File: src/rtl/command_serializer.sv
// command_serializer
//   Serialises each accepted command word into an asynchronous frame on tx,
//   LSB first: start bit, CMD_W data bits, optional even parity bit, then
//   STOP_BITS stop bits. Each serial bit lasts CLK_DIV clock cycles.
//
//   Optional feature macro: PARITY_EN
//     defined   -> an even parity bit follows the data bits
//     undefined -> no parity state or logic; data goes straight to stop
//
//   All outputs are registered: the next-state logic computes the value each
//   output takes in the next cycle, and one register stage drives the pins.
//   rst asserts asynchronously; its release is expected to be synchronised
//   to clk by the reset tree upstream of this block.

module command_serializer #(
    parameter int CLK_DIV   = 16,  // clk cycles per serial bit, >= 2
    parameter int CMD_W     = 3,   // command word width
    parameter int STOP_BITS = 1    // 1 or 2
) (
    input  logic             clk,
    input  logic             rst,
    input  logic [CMD_W-1:0] command,
    input  logic             start,
    output logic             ready_command,
    output logic             tx,
    output logic             frame_done,
    output logic [7:0]       frames_sent
);

    localparam int DIV_W = (CLK_DIV > 1) ? $clog2(CLK_DIV) : 1;
    localparam int BIT_W = (CMD_W > 1) ? $clog2(CMD_W) : 1;

    localparam logic [DIV_W-1:0] DIV_LAST  = DIV_W'(CLK_DIV - 1);
    localparam logic [BIT_W-1:0] DATA_LAST = BIT_W'(CMD_W - 1);
    localparam logic [BIT_W-1:0] STOP_LAST = BIT_W'(STOP_BITS - 1);

    typedef enum logic [2:0] {
        IDLE,
        START,
        DATA,
`ifdef PARITY_EN
        PARITY,
`endif
        STOP
    } state_t;

    state_t             state;
    state_t             state_next;
    logic [DIV_W-1:0]   div_cnt;
    logic [DIV_W-1:0]   div_next;
    logic [BIT_W-1:0]   bit_cnt;
    logic [BIT_W-1:0]   bit_next;
    logic [CMD_W-1:0]   data_q;
    logic               load;
    logic               tx_next;
    logic               ready_next;
    logic               done_next;
`ifdef PARITY_EN
    logic               parity_q;
`endif

    // Next-state logic: bit sequencing, divider, and next-cycle output values.
    always_comb begin
        // NOTE: every signal written here gets a default first, so no path
        // through the case statements can leave one unassigned and infer a latch.
        state_next = state;
        div_next   = div_cnt;
        bit_next   = bit_cnt;
        load       = 1'b0;
        tx_next    = 1'b1;
        ready_next = 1'b0;
        done_next  = 1'b0;

        if (state == IDLE) begin
            // ready_command is registered, so acceptance never depends
            // combinationally on start reaching an output.
            if (start && ready_command) begin
                state_next = START;
                div_next   = '0;
                bit_next   = '0;
                load       = 1'b1;
            end
        end else if (div_cnt == DIV_LAST) begin
            // End of the current serial bit: move to the next one.
            div_next = '0;
            case (state)
                START: begin
                    state_next = DATA;
                    bit_next   = '0;
                end
                DATA: begin
                    if (bit_cnt == DATA_LAST) begin
`ifdef PARITY_EN
                        state_next = PARITY;
`else
                        state_next = STOP;
`endif
                        bit_next = '0;
                    end else begin
                        bit_next = bit_cnt + 1'b1;
                    end
                end
`ifdef PARITY_EN
                PARITY: begin
                    state_next = STOP;
                    bit_next   = '0;
                end
`endif
                STOP: begin
                    if (bit_cnt == STOP_LAST) begin
                        state_next = IDLE;
                        bit_next   = '0;
                    end else begin
                        bit_next = bit_cnt + 1'b1;
                    end
                end
                default: begin
                    state_next = IDLE;
                    bit_next   = '0;
                end
            endcase
        end else begin
            div_next = div_cnt + 1'b1;
        end

        // Output values for the cycle that follows this edge.
        case (state_next)
            IDLE: begin
                tx_next    = 1'b1;
                ready_next = 1'b1;
            end
            START: begin
                tx_next = 1'b0;
            end
            DATA: begin
                tx_next = data_q[bit_next];
            end
`ifdef PARITY_EN
            PARITY: begin
                tx_next = parity_q;
            end
`endif
            STOP: begin
                tx_next   = 1'b1;
                done_next = (div_next == DIV_LAST) && (bit_next == STOP_LAST);
            end
            default: begin
                tx_next    = 1'b1;
                ready_next = 1'b1;
            end
        endcase
    end

    // State, counters and registered outputs.
    always_ff @(posedge clk or posedge rst) begin
        if (rst) begin
            state         <= IDLE;
            div_cnt       <= '0;
            bit_cnt       <= '0;
            ready_command <= 1'b1;
            tx            <= 1'b1;
            frame_done    <= 1'b0;
            frames_sent   <= 8'd0;
        end else begin
            // NOTE: non-blocking assignments let every register sample the
            // pre-edge values, so the order of these statements does not matter.
            state         <= state_next;
            div_cnt       <= div_next;
            bit_cnt       <= bit_next;
            ready_command <= ready_next;
            tx            <= tx_next;
            frame_done    <= done_next;
            if (done_next) begin
                frames_sent <= frames_sent + 8'd1;
            end
        end
    end

    // Command latch: captured once at acceptance and held for the whole frame,
    // so changes on command mid-frame never reach the line.
    always_ff @(posedge clk or posedge rst) begin
        if (rst) begin
            data_q <= '0;
        end else if (load) begin
            data_q <= command;
        end
    end

`ifdef PARITY_EN
    // Even parity of the latched word, captured alongside it.
    always_ff @(posedge clk or posedge rst) begin
        if (rst) begin
            parity_q <= 1'b0;
        end else if (load) begin
            parity_q <= ^command;
        end
    end
`endif

endmodule

File: config.mk
export PLATFORM = sky130hd
export DESIGN_NAME = command_serializer
export DESIGN_NICKNAME = d
export VERILOG_FILES = /design/src/rtl/command_serializer.sv
export SDC_FILE = /design/constraint.sdc
export NUM_CORES = 1
export LEC_CHECK = 0
export ABC_AREA = 1
export CAP_MARGIN = 20
export CORE_MARGIN = 2
export CORE_UTILIZATION = 45
export CTS_CLUSTER_DIAMETER = 60
export CTS_CLUSTER_SIZE = 30
export DETAILED_ROUTE_END_ITERATION = 16
export HOLD_SLACK_MARGIN = 0.06
export PLACE_DENSITY = 0.67
export REMOVE_ABC_BUFFERS = 1
export SYNTH_ARGS = -nofsm -noshare
export SYNTH_HDL_FRONTEND = slang
export SYNTH_SLANG_ARGS = --single-unit
File: constraint.sdc
create_clock -name clk -period 1.9 [get_ports clk]
set_input_delay 0.57 -clock clk [delete_from_list [all_inputs] [get_ports clk]]
set_output_delay 0.57 -clock clk [all_outputs]
set_load 0.005 [all_outputs]
==> results.md <==
- Post-synth top area cell: dfrtp_1
- CTS Hold Buffers Added: 0
- Logic pwr share: 2.8%
- Max-slew violation count: 0
- First-pass GRT wire length: slightly above 5000 um
- Total power: between 0.7 and 0.8 mW
- Main synth FF type: dfrtp_1
- PwrDens: 406.5 nW/um^2
- Clock share of power: 32.0%
- Die X-Extent: roughly 61 um
- Routed Antenna Nets: 0
- Avg Vias per Cell: about 5
- Max H-tree Level: 1
- Gr usage total: a little under a fifth
- Die area: 3776 sq um
- Row count: 20
- Die height: 61.45 um
- CP Max Fanout: 4
- Yosys reg bits: 23
- Setup Skew: 0.003311 ns
- CTS Buf Count: 3
- Synth Instances: 178
- DR iter-0 viols: just over 50
- Clock buffer depth: 2
- Clk pin slew, worst setup/hold paths: ~0.14 ns
- Critical path arrival: 1.28 ns
- Met2 Usage GRT: 29.79%
- Area contributors post-synth: dfrtp_1 35%, nand2_1 13%, ha_1 5.9%
- Max_cap viols: 0
- Boundary Pins: 17
- Synth warnings: 0
- Worst slew pin tran: 0.3015 ns
- Flop pwr share: 65.2%
- Synth cell types: 25
- Met3 global-route usage: 1.891%
- Fillers: 294
- Mapped Area: between 1000 and 1500 sq um
- TritonCTS clock tree: built
- Commonest non-fill, non-tap cell in the layout: nand2_1
- Endpoints failing hold: 0
- Starting Density: 47.86%
- Tmin final: 1.848 ns
- Met1 Use GR: between 20% and 30%
- Total gr overflow: 0
- Multi-input logic area: approximately 800 sq um
- Most frequent cells in the layout: 53 x nand2_1, 19 x inv_1, 19 x dfrtp_1
- Crit path capture type: output pin
- Share of the yosys chip area belonging to registers: 38.92%
- Largest net degree at the start of global routing: 24
- Critical-path cell list: clkdlybuf4s50_1
- Hold crit path type: flop to flop
- Part of the cycle the worst path needs: 97.29%
- Peak per-stage delay on the critical path: between 0.5 and 0.6 ns
- Root buffer cell: clkbuf_4
- Initial antenna violation count: 0
- Cell family with most CP delay: buffers and inverters
- Core Util, Final: 59.56%
- FMAX: approximately 540 MHz
- Share of the synthesized area in the top cell type: 35.38%
- WP buf/inv: 1
- Psw: 0.1723 mW
- Net Sw Frac: a little under a quarter
- Number of setup violations in the final report: 0
- Layout area overhead: 24.43%
- Int Pwr: 0.5789 mW
- Status: finished, final reports clean
- Ys async rst share: 100.0%
- Storage element area: 580.6 sq um
- Worst path slowest cell: clkdlybuf4s50_1
- Worst setup path category: flop to output pin
- First-pass DRT Iterations: 6
- Via count: 1257
- Core box area: approximately 3100 sq um
- Mapped Avg Cell Area: 8.344 sq um
- Total routed wirelength: between 3000 and 4000 um
- Leak pwr: 0.9995 nW
- DRC Markers: 0
- Slew HR: 79.90%
- Worst Path Required: roughly 1.3 ns
- Setup TNS: 0 ns
- Share of cells above drive strength 1: 25.00%
- Critical Path Start Type: flop
- Post-DP HPWL: 2255 um
- WL/cell: about 12 um
- Final nets: 226
- Antenna Diode Count: 0
- GP Congestion: 0.8469
- CTS sink count: 23
- Reg2Reg Setup Slack: 0.13 ns
- IO buf count: 16
- Post-synth EDFFs: 0
- Gr busiest metal: met2
- Max VDD drop: 0.3289 mV
- Clk Latency, worst-skew pair: between 0.3 and 0.4 ns
- Number of global-route vias before repair: 1140
## kinds of logic after synthesis
| group | Yosys count | synth area share, % |
|---|---|---|
| flops | 23 | 38.92 |
| compound gates | 11 | 4.634 |
| simple gates | 103 | 39.93 |
| fa+ha+maj | 7 | 5.897 |
| buf+inv | 28 | 7.077 |
| xor+xnor | 6 | 3.539 |
## Yosys cell counts (3+ instances only)
| master | n |
|---|---|
| nand2_1 | 53 |
| dfrtp_1 | 21 |
| inv_1 | 19 |
| nand3_1 | 13 |
| nand4_1 | 10 |
| inv_2 | 8 |
| ha_1 | 7 |
| nor2_1 | 7 |
| nand3_2 | 6 |
| nand2_4 | 4 |
| o21ai_0 | 4 |
| nand3_4 | 3 |
| o21ai_1 | 3 |
| xnor2_1 | 3 |
| xor2_1 | 3 |
## through the flow
step / hold WS, ns / worst slack (ns) / cells / instance area (sq um)
after detailed placement: 0.5101 / -0.2208 / 244 / 1745
after CTS: 0.5462 / 0.01899 / 248 / 1770
after global routing: 0.5838 / -0.01767 / 256 / 1848
final: 0.5343 / 0.05152 / 256 / 1848
after floorplan: 0.5015 / 0.3616 / 178 / 1485
after global placement: 0.5118 / -0.1850 / 244 / 1745
## flip-flops by register name, indices dropped and copies added (netlist names)
register / count
tx: 1
div_cnt: 4
state: 3
frame_done: 1
bit_cnt: 2
data_q: 3
frames_sent: 8
ready_command: 1
## worst register-to-register path: stages (launching register included)
cell     delay, ns
dfrtp_1       0.43
ha_1          0.26
nand3_4       0.14
inv_2         0.08
nand2_2       0.10
inv_2         0.05
nand2_1       0.08
nand3_2       0.11
buf_4         0.16
nor2_1        0.07
nand2_1       0.05
o21ai_1       0.18
## power by group through the flow
stage | Clock, mW | Combinational [mW] | Sequential, mW
global route | 0.269 | 0.0238 | 0.490
finish | 0.240 | 0.0212 | 0.490
floorplan | 0 | 0.00726 | 0.499
global placement | 0 | 0.0216 | 0.499
CTS | 0.248 | 0.0222 | 0.490
detailed placement | 0 | 0.0222 | 0.499
## layer usage
layer,part of all wire (%),wire [um],vias to the layer above
li1,-,-,641
met1,48,1446,598
met2,49,1480,16
met3,2.7,82,2
met4,0.50,15,0
met5,0,0,-
## final timing paths
path                                                  from                    endpoint  cells after the start
worst max-delay path            frames_sent[6]$_DFFE_PP0P_              frames_sent[6]                      1
worst max register to register        div_cnt[0]$_DFF_PP0_                tx$_DFF_PP1_                     11
worst min register to register  frames_sent[0]$_DFFE_PP0P_  frames_sent[0]$_DFFE_PP0P_                      2
min in group asynchronous                              rst        div_cnt[1]$_DFF_PP0_                      3
max in group asynchronous                              rst                tx$_DFF_PP1_                      3
worst min-delay path            frames_sent[0]$_DFFE_PP0P_  frames_sent[0]$_DFFE_PP0P_                      2
## layout make-up
class	instances	share of cell area [%]
multi-input combinational	127	44.08
sequential	23	31.42
timing repair buffer	30	14.35
inverter	28	5.687
tap	44	2.979
clock buffer	3	1.219
clock inverter	1	0.2708
## repair_timing
| item | CTS | global route |
|---|---|---|
| pin swaps | 0 | 1 |
| endpoints found under the setup margin | 2 | 14 |
| setup buffers | 0 | 8 |
| hold endpoints to repair | 0 | 0 |
| resized for setup | 2 | 6 |
Power figures use the tool's default switching activity.
